--- src/rtl/snake_pkg.sv ---
// Shared types for the snake game: direction codes, grid coordinates, body FSM states.
// Coordinate fields are sized for grids up to 16x16; larger grids need wider fields here.
package snake_pkg;

    localparam int COORD_XW = 4;
    localparam int COORD_YW = 4;

    typedef enum logic [1:0] {
        LEFT  = 2'b00,
        RIGHT = 2'b01,
        UP    = 2'b10,
        DOWN  = 2'b11
    } dir_t;

    typedef struct packed {
        logic [COORD_XW-1:0] x;
        logic [COORD_YW-1:0] y;
    } coord_t;

    typedef enum logic {
        RUN  = 1'b0,
        DEAD = 1'b1
    } state_t;

endpackage

--- src/rtl/snake_next_head.sv ---
// Combinational one-cell step of the head in a direction, with out-of-bounds detect.
// SNAKE_WRAP_EN: wrap coordinates modulo the grid instead of flagging out-of-bounds.
module snake_next_head
    import snake_pkg::*;
#(
    parameter int GRID_W = 16,
    parameter int GRID_H = 16
) (
    input  coord_t head,
    input  dir_t   dir,
    output coord_t nxt,
    output logic   oob
);

    // One extra bit so -1 and GRID_W/GRID_H are distinguishable from legal cells
    logic [COORD_XW:0] x_ext, nx;
    logic [COORD_YW:0] y_ext, ny;

    always_comb begin
        x_ext = {1'b0, head.x};
        y_ext = {1'b0, head.y};
        nx    = x_ext;
        ny    = y_ext;
        case (dir)
            LEFT:    nx = x_ext - (COORD_XW+1)'(1);
            RIGHT:   nx = x_ext + (COORD_XW+1)'(1);
            UP:      ny = y_ext - (COORD_YW+1)'(1);
            default: ny = y_ext + (COORD_YW+1)'(1);
        endcase
`ifdef SNAKE_WRAP_EN
        if (nx == '1)                          nx = (COORD_XW+1)'(GRID_W - 1);
        else if (nx == (COORD_XW+1)'(GRID_W))  nx = '0;
        if (ny == '1)                          ny = (COORD_YW+1)'(GRID_H - 1);
        else if (ny == (COORD_YW+1)'(GRID_H))  ny = '0;
        oob = 1'b0;
`else
        oob = (nx >= (COORD_XW+1)'(GRID_W)) || (ny >= (COORD_YW+1)'(GRID_H));
`endif
        nxt.x = nx[COORD_XW-1:0];
        nxt.y = ny[COORD_YW-1:0];
    end

endmodule

--- src/rtl/snake_body.sv ---
// Snake body: head stepping, trail shift, growth, wall/self collision and cell query.
// SNAKE_WRAP_EN (see snake_next_head) turns walls into wrap-around edges.
module snake_body
    import snake_pkg::*;
#(
    parameter int GRID_W    = 16,
    parameter int GRID_H    = 16,
    parameter int MAX_LEN   = 16,
    parameter int START_X   = 4,
    parameter int START_Y   = 8,
    parameter int START_LEN = 3,
    localparam int CW = $clog2(GRID_W),
    localparam int RW = $clog2(GRID_H),
    localparam int LW = $clog2(MAX_LEN + 1)
) (
    input  logic          clk,
    input  logic          reset,
    input  logic          tick,
    input  logic [3:0]    dir,
    input  logic          grow,
    input  logic          restart,
    input  logic [CW-1:0] query_x,
    input  logic [RW-1:0] query_y,
    output logic          query_hit,
    output logic [CW-1:0] head_x,
    output logic [RW-1:0] head_y,
    output logic [LW-1:0] len,
    output logic          alive,
    output logic          collide_wall,
    output logic          collide_self
);

    coord_t        seg_q [MAX_LEN];
    coord_t        seg_d [MAX_LEN];
    logic [LW-1:0] len_q, len_d;
    logic          grow_pend_q, grow_pend_d;
    logic          cw_q, cw_d;
    logic          cs_q, cs_d;
    state_t        state_q, state_d;

    coord_t        nxt, qcell;
    logic          oob, self_hit, grow_now;
    logic [LW-1:0] hit_lim;
    logic          unused_dir_hi;

    assign unused_dir_hi = ^dir[3:2];

    // Entries past the start length pile up on the tail cell
    function automatic coord_t start_cell(input int i);
        coord_t c;
        int     k;
        k   = (i < START_LEN) ? i : START_LEN - 1;
        c.x = COORD_XW'(START_X - k);
        c.y = COORD_YW'(START_Y);
        return c;
    endfunction

    snake_next_head #(.GRID_W(GRID_W), .GRID_H(GRID_H)) u_next (
        .head (seg_q[0]),
        .dir  (dir_t'(dir[1:0])),
        .nxt  (nxt),
        .oob  (oob)
    );

    // On a non-growing move the tail cell is vacated, so it is excluded
    always_comb begin
        grow_now = grow_pend_q | grow;
        hit_lim  = grow_now ? len_q : len_q - LW'(1);
        self_hit = 1'b0;
        for (int i = 0; i < MAX_LEN; i++)
            if (LW'(i) < hit_lim && seg_q[i] == nxt) self_hit = 1'b1;
    end

    always_comb begin
        qcell.x   = COORD_XW'(query_x);
        qcell.y   = COORD_YW'(query_y);
        query_hit = 1'b0;
        for (int i = 0; i < MAX_LEN; i++)
            if (LW'(i) < len_q && seg_q[i] == qcell) query_hit = 1'b1;
    end

    always_comb begin
        seg_d       = seg_q;
        len_d       = len_q;
        grow_pend_d = grow_pend_q;
        cw_d        = cw_q;
        cs_d        = cs_q;
        state_d     = state_q;
        if (restart) begin
            for (int i = 0; i < MAX_LEN; i++) seg_d[i] = start_cell(i);
            len_d       = LW'(START_LEN);
            grow_pend_d = 1'b0;
            cw_d        = 1'b0;
            cs_d        = 1'b0;
            state_d     = RUN;
        end else if (state_q == RUN) begin
            if (tick) begin
                if (oob) begin
                    cw_d    = 1'b1;
                    state_d = DEAD;
                end else if (self_hit) begin
                    cs_d    = 1'b1;
                    state_d = DEAD;
                end else begin
                    seg_d[0] = nxt;
                    for (int i = 1; i < MAX_LEN; i++) seg_d[i] = seg_q[i-1];
                    if (grow_now && len_q < LW'(MAX_LEN)) len_d = len_q + LW'(1);
                    grow_pend_d = 1'b0;
                end
            end else if (grow) begin
                grow_pend_d = 1'b1;
            end
        end
    end

    always_ff @(posedge clk or negedge reset) begin
        if (!reset) begin
            for (int i = 0; i < MAX_LEN; i++) seg_q[i] <= start_cell(i);
            len_q       <= LW'(START_LEN);
            grow_pend_q <= 1'b0;
            cw_q        <= 1'b0;
            cs_q        <= 1'b0;
            state_q     <= RUN;
        end else begin
            seg_q       <= seg_d;
            len_q       <= len_d;
            grow_pend_q <= grow_pend_d;
            cw_q        <= cw_d;
            cs_q        <= cs_d;
            state_q     <= state_d;
        end
    end

    assign head_x       = CW'(seg_q[0].x);
    assign head_y       = RW'(seg_q[0].y);
    assign len          = len_q;
    assign alive        = (state_q == RUN);
    assign collide_wall = cw_q;
    assign collide_self = cs_q;

endmodule
--- config.mk ---
export PLATFORM = sky130hd
export DESIGN_NAME = snake_body
export DESIGN_NICKNAME = d
export VERILOG_FILES = /design/src/rtl/snake_pkg.sv /design/src/rtl/snake_next_head.sv /design/src/rtl/snake_body.sv
export SDC_FILE = /design/constraint.sdc
export NUM_CORES = 1
export LEC_CHECK = 0
export BUFFER_PORTS_ARGS = -buffer_cell sky130_fd_sc_hd__buf_4
export CAP_MARGIN = 30
export CORE_MARGIN = 3
export CORE_UTILIZATION = 40
export DETAILED_ROUTE_END_ITERATION = 8
export PLACE_DENSITY = 0.51
export SLEW_MARGIN = 30
export SYNTH_ARGS = -nofsm -noshare
export SYNTH_HDL_FRONTEND = slang
export SYNTH_SLANG_ARGS = --single-unit
--- constraint.sdc ---
create_clock -name clk -period 5.4 [get_ports clk]
set_input_delay 0.81 -clock clk [delete_from_list [all_inputs] [get_ports clk]]
set_output_delay 0.81 -clock clk [all_outputs]
set_load 0.01 [all_outputs]
; Word level (Yosys, flattened, before mapping)
; Cells that the tools add are included.
[totals]
wordCells = 231
regBits = 137
inputBits = 17
[classes]
magnitude_cmp = 35
muxes = 66
n_eq_ne = 39
addsub = 6
n_bitwise = 2
reduce_logical = 46
[ops]
columns = cell, n
row1 = 128-bit two-way mux, 5
row2 = 8-bit equality test, 32
row3 = "4-bit by 5-bit < comparator with 1-bit output, first input constant", 16
row4 = 1-bit two-way mux, 52
row5 = "3-bit by 5-bit < comparator with 1-bit output, first input constant", 8
row6 = 5-bit two-way mux, 7
row7 = 1-bit logical AND, 33
row8 = "1-bit by 5-bit < comparator with 1-bit output, first input constant", 4
row9 = "2-bit by 5-bit < comparator with 1-bit output, first input constant", 4
row10 = 5-bit case mux with 2 select lines, 2
row11 = 4-bit AND reduction, 3
row12 = "4-bit by 1-bit adder with 5-bit output, second input constant", 2
row13 = "5-bit >= comparator, second input constant", 2
row14 = "4-bit by 1-bit subtractor with 5-bit output, second input constant", 2
row15 = 2-bit nonzero test, 4
row16 = "2-bit != test, second input constant", 3
row17 = "3-bit != test, second input constant", 2
row18 = "5-bit by 1-bit adder with 5-bit output, second input constant", 1
row19 = "5-bit < comparator, second input constant", 1
row20 = 5-bit AND reduction, 1
row21 = "5-bit by 1-bit subtractor with 5-bit output, second input constant", 1
row22 = 3-bit AND reduction, 1
row23 = 3-bit nonzero test, 1
row24 = "2-bit by 1-bit equality test with 1-bit output, second input constant", 1
row25 = 6 further kinds, 6

; Depth between registers and ports, before layout
; Gate-level depths: netlist (run 1).
[depth]
depth_word = 26
ltp_mapped = 21

; Modules after synthesis
; From an unflattened synthesis (run 1), not the netlist that was laid out.
[hier_totals]
hier_cells = 1016
area_unflattened_um2 = 9668.0
[modules_own_cells]
columns = mod, cells_each, seq_area_each_um2, instances, area_per_inst_um2
row1 = snake_body, 977, 3472.1, 1, 9350.2
row2 = snake_next_head, 39, 0.0, 1, 317.8

; Least setup slack after synthesis (run 1)
; No wires, ideal clock.
[synth_path]
path_type = input-to-reg
from = input dir[1]
to = register seg_q[101] (netlist name)
t_arrival_ps = 4831
path_slack_ps = 494
stages = 21
setup_ps = 75
required_ps = 5325
path_cell_list = buf_2 > clkbuf_1 > buf_2 > buf_1 > nand2b_1 > xnor2_1 > ha_1 > clkbuf_1 > buf_1 > xor2_1 > o21ai_0 > o221ai_1 > a2111o_1 > nor4_1 > nor4_2 > and4_1 > buf_4 > nand2_2 > buf_6 > buf_6 > mux2i_1
[synth_via]
elab_chain_len = 23
elab_cells_between_ends = 60
classes_between = order compare (2) / eq/ne (20) / mux (18) / reduce/logical (20)
[synth_lines]
columns = item, line
row1 = start: declaration, snake_body.sv:19  ; input logic [3:0] dir,
row2 = 2-bit by 1-bit equality test with 1-bit output or 2-bit zero test (tied branches), snake_next_head.sv:24  ; case (dir)
row3 = 2-bit OR reduction (no line), --
row4 = 5-bit case mux with 2 select lines, snake_next_head.sv:24
row5 = 8-bit equality test, snake_body.sv:71  ; if (LW'(i) < hit_lim && seg_q[i] == nxt) self_hit = 1'b1;
row6 = 1-bit logical AND, snake_body.sv:71
row7 = 1-bit two-way mux (16 in series), snake_body.sv:71
row8 = 2-bit != test (no line), --
row9 = 4-bit AND reduction (no line) *, --
row10 = end signal: assignment, snake_body.sv:125  ; seg_q <= seg_d;
row11 = end: declaration, snake_body.sv:33  ; coord_t seg_q [MAX_LEN];
; Every way passes the cells marked *; elsewhere a longest branch is shown, timed or not.
; A chain may end at the register's enable or synchronous reset.

; Final worst setup path (run 1)
[layout_path]
from = register len_q[0] (netlist: len[0])
to = register seg_q[84] (netlist name)
[layout_via]
elab_chain_len = 22
elab_cells_between_ends = 52
classes_between = add/sub (1) / order compare (16) / eq/ne (1) / mux (17) / reduce/logical (17)
[layout_lines]
columns = item, line
row1 = start: declaration, snake_body.sv:35  ; logic [LW-1:0] len_q, len_d;
row2 = start signal: assignment, snake_body.sv:119  ; len_q <= LW'(START_LEN);
row3 = start signal: assignment, snake_body.sv:126  ; len_q <= len_d;
row4 = 5-bit by 1-bit subtractor with 5-bit output, snake_body.sv:68  ; hit_lim = grow_now ? len_q : len_q - LW'(1);
row5 = 5-bit two-way mux *, snake_body.sv:68
row6 = 1-bit by 5-bit < comparator with 1-bit output, snake_body.sv:71
row7 = 1-bit logical AND, snake_body.sv:71
row8 = 1-bit two-way mux (15 in series), snake_body.sv:71
row9 = 1-bit two-way mux *, snake_body.sv:71
row10 = 2-bit != test (no line) *, --
row11 = 4-bit AND reduction (no line) *, --
; Marks and branches as above.

==> impl_metrics.tcl, run 1 <==
set metrics [dict create \
    initial_core_util_pct 41.3 \
    nFillCells 2522 \
    rsz0062_at_grt "no" \
    route.vias.total 8209 \
    final_nets 1125 \
    yosysWarnings 0 \
    finalPower_mw 3.07 \
    routedWlPerCell_um 23.4 \
    status "finished, final reports clean" \
    drt_wl_total_mm 33.8 \
    start_kind "flop" \
    max_clock_freq_mhz 222 \
    ys_types 77 \
    p_leak_nw 5.26 \
    crit_fanout 62 \
    crit_start "len[0]$_DFFE_PN1P_" \
    drc 0 \
    drt_first_iter_violations 613 \
    peakVddDrop_v 0.000123 \
    path_clk_slew_ns 0.07 \
    hold_violations 0 \
    viasPerCell 5.69 \
    dp_hpwl_mm 24.2 \
    numCtsBuffers 17 \
    die-area_um2 28300 \
    post-route-util_pct 45.3 \
    synth_edf_count 0 \
    r2r-end "seg_q[84]$_DFFE_PN0P_" \
    syn_to_final_growth_pct 9.90 \
    relSlewSlack_pct 41.2 \
    finClkSkew_ns 0.0183 \
    max_slew.worst_pin.slew_ns 0.882 \
    netlist_area_um2 10500 \
    power.density_nw_per_um2 265 \
    finalSetupViolCount 0 \
    die_x_um 168 \
    num_rows 58 \
    cts_tree "yes" \
    grt_first_pass_wirelength_mm 52.3 \
    cp_data_arrival_time_ns 4.81 \
    r2r_setup_slack_ns 0.90 \
    synthFlopType "dfrtp_1" \
    period_needed_ns 4.50 \
    regArea_um2 3470 \
    crit_required_ns 5.71 \
    clock-sinks 137 \
    worst_setup_path_end_kind "flop" \
    io_buffers 31 \
    netlist_instances 1112 \
    final_layout_size_suffix_gt1_share_pct 14.4 \
    coreArea_um2 25500 \
    htreeDepth 4 \
    grt-ovfl-total 0 \
    hold_class "primary input to async pin" \
    cts-root-buf "clkbuf_16" \
    fin_crit_sh_pct 83.3 \
    grt_max_degree 96 \
    ant_nets 0 \
    placed_area_um2 11000 \
    first_global_vias 8123 \
    syn-num-nets 1137 \
    cts.path.max_buffers 2 \
    antenna_found_initial 0 \
    async_flop_share_pct 100 \
    syn_area_per_cell_um2 9.48 \
    final_area_um2 11600 \
    dp_cells 1411 \
    cts_setup_buffers 0 \
    fin_tns_setup_ns 0 \
    grt_use_total_pct 24.3 \
    ioPinCount 34 \
    ys_seq_elements 137 \
    worstSkewPairLatency_ns 0.45 \
    dr.pass1.iters 5 \
    cts.repair.resized 0 \
    num_antenna_cells 0 \
    layout_commonest_cell "xnor2_1" \
    reg2reg_from "len[0]$_DFFE_PN1P_" \
    final_cells 1443 \
    globalplace.congestion 0.931 \
    cts-hold-fix-buffers 0 \
    r2r_cells 12 \
    yosysSeqAreaShare_pct 32.9 \
    final_cell_mix "xnor2_1 (138), mux2i_1 (123), nand2_1 (115)" \
    slew_viol_final 0 \
    criticalPathCategory "flop to flop" \
    multi_input_area_um2 6560 \
    cap_viol_max_count 0 \
    die_height_um 168 \
]
flip-flops by register name, indices dropped and copies added, names as in the netlist:
register      cells
head_x            4
state_q           1
head_y            4
seg_q           120
collide_wall      1
len               5
grow_pend_q       1
collide_self      1
how the worst max path moves through the flow:
stage,end,slack (ns),cells after the start
after floorplan,seg_q[101]$_DFFE_PN1P_,0.49,21
after global placement,seg_q[45]$_DFFE_PN1P_,0.49,15
after detailed placement,seg_q[44]$_DFFE_PN0P_,0.51,16
after CTS,seg_q[38]$_DFFE_PN0P_,0.96,16
after global routing,seg_q[44]$_DFFE_PN0P_,0.59,15
final,seg_q[84]$_DFFE_PN0P_,0.90,12
cells by family after synthesis:
| logic type | count (synthesis) | synth area share [%] |
|---|---|---|
| AOI/OAI and AO/OA | 126 | 8.37 |
| DFF | 137 | 32.9 |
| muxes | 131 | 13.0 |
| and+or+nand+nor | 341 | 16.0 |
| buffers and inverters | 104 | 4.99 |
| adders and majority gates | 8 | 1.02 |
| xor gates and xnor gates | 265 | 23.7 |
layout make-up:
cell class,count,area share (%)
multi-input cells,871,56.7
flip-flops and latches,137,30.0
repair buffers,62,4.50
clock buffers,17,3.67
well taps,330,3.56
clock inverters,15,1.25
inverters,11,0.367
per-stage QoR:
stage	hold WS, ns	setup slack (ns)
finish	0.399	0.899
global route	0.465	0.589
CTS	0.497	0.957
detailed placement	0.508	0.514
global placement	0.490	0.494
floorplan	0.514	0.494
synth_stat cells, types with 15 or more instances:
master,number,share of area [%]
nand4_1,27,1.6
o21ai_0,17,0.81
nor2_1,61,2.2
nor3_1,17,0.81
nand3_1,22,1.0
dfrtp_1,102,24
nor4_1,39,2.3
mux2i_1,123,12
xor2_1,114,9.5
clkbuf_1,49,1.7
xnor2_1,138,11
buf_2,15,0.71
a21oi_1,28,1.3
dfstp_2,35,8.7
nand2_1,115,4.1
power by group:
part,leakage (nW),internal [mW],switching (mW)
sequential,1.79,1.05,0.0453
combinational,3.19,0.326,0.467
clock,0.285,0.615,0.562
total,5.26,1.99,1.07
per-layer routing:
layer | track usage (%) | wire [µm] | vias to the layer above
li1 | - | - | 3863
met4 | 6.97 | 905 | 0
met5 | 0 | 0 | -
met3 | 4.56 | 1710 | 48
met2 | 37.2 | 14900 | 213
met1 | 35.1 | 16300 | 4085
worst max-delay path, cell delays in order (launching register included):
cell and delay, ns:
dfstp_2 0.74, inv_1 0.18, ha_1 0.45, or4b_2 0.60, a21oi_1 0.15, a31oi_1 0.10, a21oi_1 0.23, nor4_1 0.08
nor4_1 0.54, and4_1 0.67, nand2_8 0.11, buf_12 0.23, mux2i_1 0.18
(Power assumes the default switching activity.)
==> inputs of run 2 (changes only) <==
==> constraint.sdc (replaced) <==
create_clock -name clk -period 4.34 [get_ports clk]
set_input_delay 0.651 -clock clk [delete_from_list [all_inputs] [get_ports clk]]
set_output_delay 0.651 -clock clk [all_outputs]
set_load 0.01 [all_outputs]
==> run 2 against run 1 <==
  * Sequential share of layout area is 1.1 points lower
  * Worst setup slack worse by 0.66 ns
  * Clock skew is 0.0048 ns lower
  * Die area stayed put
  * Routed wire length is 1.4% higher
  * Hold slack worse by 0.13 ns
  * Via count is 4.4% higher
  * First-iteration DRC count is 17% higher
  * Count of clock-buffer cells in the layout stayed put
  * Design area is 3.8% higher
  * Largest cell class unchanged
==> impl_metrics.tcl, run 2 (synthesis gave the netlist of run 1 again) <==
set metrics [dict create \
    cp_data_arrival_time_ns 4.47 \
    critical_path.cell_chain "buf_4 > nand4_1 > a21oi_4 > buf_4 > buf_4 > o311ai_0 > nor4_1 > buf_4 > nor4_1 > and4_1 > buf_4 > and3_1 > mux2i_1" \
    path_clk_slew_ns 0.08 \
    reg2reg_from "head_y[1]$_DFFE_PN0P_" \
    slew_viol_final 0 \
    status "finished, final reports clean" \
    drc 0 \
    relSlewSlack_pct 44.3 \
    routedWlPerCell_um 23.0 \
    placed_area_um2 11400 \
    cts-hold-fix-buffers 0 \
    cts-root-buf "clkbuf_16" \
    power.switching_mw 1.35 \
    route.vias.total 8573 \
    crit_required_ns 4.71 \
    max_slew.worst_pin.slew_ns 0.836 \
    seqPwrFrac_pct 34.4 \
    layout_commonest_cell "xnor2_1" \
    dp_hpwl_mm 25.0 \
    rsz0062_at_grt "no" \
    dr.pass1.iters 5 \
    cts_setup_buffers 0 \
    critPathMostFrequentCell "buf_4" \
    max_clock_freq_mhz 244 \
    grt_util_met1_pct 36.4 \
    crit_fanout 9 \
    final_layout_size_suffix_gt1_share_pct 18.0 \
    hold_class "primary input to async pin" \
    timing.final.ws_setup_ns 0.241 \
    post-route-util_pct 47.1 \
    finClkSkew_ns 0.0135 \
    fin_tns_setup_ns 0 \
    drt_first_iter_violations 720 \
    fin_crit_sh_pct 94.5 \
    busiest_layer "met1" \
    die_height_um 168 \
    num_antenna_cells 0 \
    antenna_found_initial 1 \
    die-area_um2 28300 \
    crit_slowest_cell "and4_1" \
    peakVddDrop_v 0.000220 \
    worstSkewPairLatency_ns 0.45 \
    hold_violations 0 \
    worst_setup_path_end_kind "flop" \
    largest_register_ffs 120 \
    clock-sinks 137 \
    grt_use_met2_pct 36.1 \
    final_nets 1175 \
    cts_tree "yes" \
    ioPinCount 34 \
    cts.repair.resized 0 \
    numCtsBuffers 17 \
    power.density_nw_per_um2 324 \
    start_kind "flop" \
    initial_core_util_pct 41.3 \
    final_area_um2 12000 \
    num_rows 58 \
    grt_use_met3_pct 4.81 \
    finalSetupViolCount 0 \
    grt_max_degree 94 \
    p_sw_share_pct 34.7 \
    io_buffers 31 \
    p_leak_nw 5.51 \
    grt_first_pass_wirelength_mm 53.1 \
    r2r-end "head_y[1]$_DFFE_PN0P_" \
    period_needed_ns 4.10 \
    criticalPathCategory "flop to flop" \
    pwr-share-clk_pct 37.6 \
    cap_viol_max_count 0 \
    dpl_worst_slack_ns -0.0723 \
    r2r_cells 13 \
    internal_power_mw 2.54 \
    ant_nets 0 \
    cts.path.max_buffers 2 \
    top_register "seg_q" \
    grt-ovfl-total 0 \
    coreArea_um2 25500 \
    comb_power_share_pct 28.0 \
    cpPeakStageDelay_ns 0.64 \
    grt_use_total_pct 24.6 \
    die_x_um 168 \
    r2r_setup_slack_ns 0.24 \
    viasPerCell 5.74 \
    htreeDepth 4 \
    globalplace.congestion 0.921 \
    first_global_vias 8474 \
    syn_to_final_growth_pct 14.1 \
    final_cell_mix "xnor2_1 (138), mux2i_1 (123), nand2_1 (115)" \
    drt_wl_total_mm 34.3 \
]
## run 2: cell types whose count changed in the layout (fill, tap and decap cells not counted)
cell / before / now
buf_4: 57 / 102
buf_12: 4 / 9
clkinvlp_4: 0 / 2
inv_6: 8 / 6
clkinv_2: 2 / 1
clkinv_4: 1 / 2
clkinv_8: 1 / 2
inv_8: 4 / 3
nor2b_1: 3 / 4
nor2b_2: 1 / 0
## run 2: layout make-up
type | instances | area, µm²
clock inverters | 15 | 151
well taps | 330 | 413
repair buffers | 112 | 960
inverters | 11 | 42.5
multi-input cells | 871 | 6560
clock buffers | 17 | 425
fillers | 2506 | 13500
flip-flops and latches | 137 | 3470
## run 2: power by group through the flow
stage          Clock (mW)  Sequential (mW)  Combinational [mW]
6_report             1.46             1.34                1.09
2_1_floorplan           0             1.35               0.720
3_3_place_gp            0             1.36                1.08
3_5_place_dp            0             1.36                1.08
4_1_cts              1.49             1.34                1.09
5_1_grt              1.54             1.34                1.18
## run 2: worst max-delay path: cells and delay by family, from the launching register on
kind	cells	cell delay (ns)
buffers and inverters	5	0.93
AND/OR/NAND/NOR	5	1.76
AO/OA/AOI/OAI	2	0.71
multiplexers	1	0.20
flip-flops	1	0.41
## run 2: layer usage
metal / up-vias / part of all wire (%)
met4: 0 / 2.7
met5: - / 0
met1: 4281 / 48
li1: 3967 / -
met2: 278 / 43
met3: 47 / 6.1
## run 2: stage by stage
stage	total power, mW	cells	hold slack (ns)
after floorplan	2.07	1112	0.355
after global placement	2.44	1461	0.488
after detailed placement	2.44	1461	0.514
after CTS	3.91	1493	0.350
after global routing	4.06	1493	0.347
final	3.89	1493	0.268
## run 2: how the worst max path moves through the flow
stage	depth (start not counted)	from	slack (ns)	endpoint
detailed placement	15	dir[0]	-0.07	head_y[1]$_DFFE_PN0P_
CTS	14	head_x[1]$_DFFE_PN0P_	0.35	head_y[1]$_DFFE_PN0P_
global route	14	head_x[1]$_DFFE_PN0P_	0.03	seg_q[65]$_DFFE_PN0P_
global placement	15	dir[0]	-0.09	head_y[0]$_DFFE_PN0P_
finish	13	head_y[1]$_DFFE_PN0P_	0.24	head_y[1]$_DFFE_PN0P_
floorplan	19	dir[1]	0.001	seg_q[101]$_DFFE_PN1P_
==> inputs of run 3 (changes only) <==
==> constraint.sdc (replaced) <==
create_clock -name clk -period 4.34 [get_ports clk]
set_input_delay 0 -clock clk [delete_from_list [all_inputs] [get_ports clk]]
set_output_delay 0 -clock clk [all_outputs]
set_load 0.01 [all_outputs]
==> run 3 against run 2 <==
  * Sequential power hardly changed
  * Combinational power fell by 4%
  * Largest cell class unchanged
  * First-iteration DRC count up 7.1%
  * Via count shrank 2.2%
  * Routed wire length decreased by 0.42%
  * Sequential share of layout area rose by 0.51 points
  * Highest routed layer unchanged
  * Final cell count down 2.1%
  * Clock power grew 8%
  * Design area shrank 1.7%
  * Critical path type unchanged
  * Core utilization down 0.82 points
  * Worst setup slack improved by 0.023 ns
==> impl_metrics.tcl, run 3 (synthesis gave the netlist of run 1 again) <==
set metrics [dict create \
    status "finished, final reports clean" \
    hold_class "primary input to flop" \
    pwr-share-clk_pct 39.6 \
    die_x_um 168 \
    finalSetupViolCount 0 \
    top_register "seg_q" \
    final_nets 1143 \
    p_leak_nw 5.39 \
    cts-root-buf "clkbuf_16" \
    worstSkewPairLatency_ns 0.44 \
    p_sw_share_pct 33.8 \
    grt-ovfl-total 0 \
    finClkSkew_ns 0.0132 \
    internal_power_mw 2.62 \
    grt_use_total_pct 24.3 \
    grt_first_pass_wirelength_mm 52.4 \
    drt_first_iter_violations 771 \
    final_layout_size_suffix_gt1_share_pct 15.6 \
    viasPerCell 5.74 \
    final_cell_mix "xnor2_1 (137), mux2i_1 (123), nand2_1 (115)" \
    rsz0062_at_grt "no" \
    antenna_found_initial 0 \
    hold_violations 0 \
    seqPwrFrac_pct 33.7 \
    numCtsBuffers 17 \
    criticalPathCategory "flop to flop" \
    first_global_vias 8220 \
    grt_max_degree 66 \
    start_kind "flop" \
    cap_viol_max_count 0 \
    r2r_setup_slack_ns 0.26 \
    dp_hpwl_mm 24.7 \
    regArea_um2 3470 \
    cp_data_arrival_time_ns 4.44 \
    num_antenna_cells 0 \
    dpl_worst_slack_ns 0.145 \
    ant_nets 0 \
    drt_wl_total_mm 34.1 \
    largest_register_ffs 120 \
    period_needed_ns 4.08 \
    crit_required_ns 4.70 \
    syn_to_final_growth_pct 12.1 \
    cts_tree "yes" \
    cts_setup_buffers 0 \
    power.switching_mw 1.33 \
    max_clock_freq_mhz 245 \
    route.vias.total 8387 \
    power.density_nw_per_um2 335 \
    worst_setup_path_end_kind "flop" \
    drc 0 \
    dr.pass1.iters 5 \
    final_cells 1461 \
    multi_input_area_um2 6580 \
    fin_crit_sh_pct 93.9 \
    htreeDepth 4 \
    max_slew.worst_pin.slew_ns 0.730 \
    path_clk_slew_ns 0.07 \
    cts.path.max_buffers 2 \
    peakVddDrop_v 0.000217 \
    die_height_um 168 \
    crit_fanout 18 \
    routedWlPerCell_um 23.4 \
    die-area_um2 28300 \
    io_buffers 31 \
    layout_commonest_cell "xnor2_1" \
    slew_viol_final 0 \
    finalPower_mw 3.95 \
    timing.final.ws_setup_ns 0.264 \
    globalplace.congestion 0.953 \
    relSlewSlack_pct 50.9 \
    dp_cells 1427 \
    clock-sinks 137 \
    initial_core_util_pct 41.3 \
    comb_power_share_pct 26.6 \
    fin_tns_setup_ns 0 \
    num_rows 58 \
    ioPinCount 34 \
    nFillCells 2473 \
    coreArea_um2 25500 \
]
run 3: changes by cell type in the layout (fill, tap and decap cells not counted), moves of 2 or more:
| cell | previous run | this run |
|---|---|---|
| clkinvlp_4 | 2 | 0 |
| bufinv_16 | 0 | 2 |
| dlygate4sd3_1 | 0 | 2 |
| buf_4 | 102 | 71 |
| inv_8 | 3 | 7 |
| buf_12 | 9 | 6 |
| inv_6 | 6 | 2 |
run 3: path summary, 6_finish.rpt:
check | startpoint | to | cells after the start
worst max-delay path | len[0]$_DFFE_PN1P_ | seg_q[10]$_DFFE_PN0P_ | 12
worst min-delay path | restart | collide_wall$_DFFE_PN0P_ | 2
worst max register to register | len[0]$_DFFE_PN1P_ | seg_q[10]$_DFFE_PN0P_ | 12
worst min register to register | collide_wall$_DFFE_PN0P_ | collide_wall$_DFFE_PN0P_ | 2
max in group asynchronous | reset | seg_q[83]$_DFFE_PN1P_ | 3
min in group asynchronous | reset | collide_self$_DFFE_PN0P_ | 2
run 3: what timing repair did:
action / CTS / global route
setup endpoints to repair: 0 / 106
hold endpoints to repair: 61 / 0
resized for setup: 0 / 3
hold buffers: 2 / 0
run 3: power groups by stage:
stage / clock, mW / combinational [mW] / sequential (mW)
after global routing: 1.65 / 1.13 / 1.34
final: 1.57 / 1.05 / 1.33
after global placement: 0 / 1.03 / 1.36
after CTS: 1.60 / 1.04 / 1.33
after floorplan: 0 / 0.718 / 1.35
after detailed placement: 0 / 1.03 / 1.36
run 3: through the flow:
step	utilization [%]	cell area (µm²)	hold slack (ns)
after global placement	43.7	11200	0.0531
after CTS	46.2	11800	0.0519
after detailed placement	43.7	11200	0.0575
after floorplan	-	10500	-0.296
after global routing	46.3	11800	0.0990
final	46.3	11800	0.0573
run 3: layout make-up:
type	count	share of cell area [%]
clock buffer	17	3.60
inverter	11	0.360
tap	330	3.49
timing repair buffer	80	5.79
multi-input combinational	871	55.7
sequential	137	29.4
clock inverter	15	1.68
run 3: layer usage:
metal	track usage [%]	part of all wire [%]
met5	0	0
met4	7.19	2.3
met3	3.85	5.3
met2	36.1	43
met1	36.4	49
run 3: critical path, cell delays in order, from the launching register on:
cell and delay (ns):
dfstp_2 0.53, inv_1 0.10, ha_1 0.28, or4b_2 0.68
a21oi_1 0.20, a31oi_1 0.09, a21oi_1 0.21, nor4_1 0.08
nor4_1 0.54, nand4_1 0.42, nor3_2 0.37, buf_12 0.23
mux2i_1 0.21
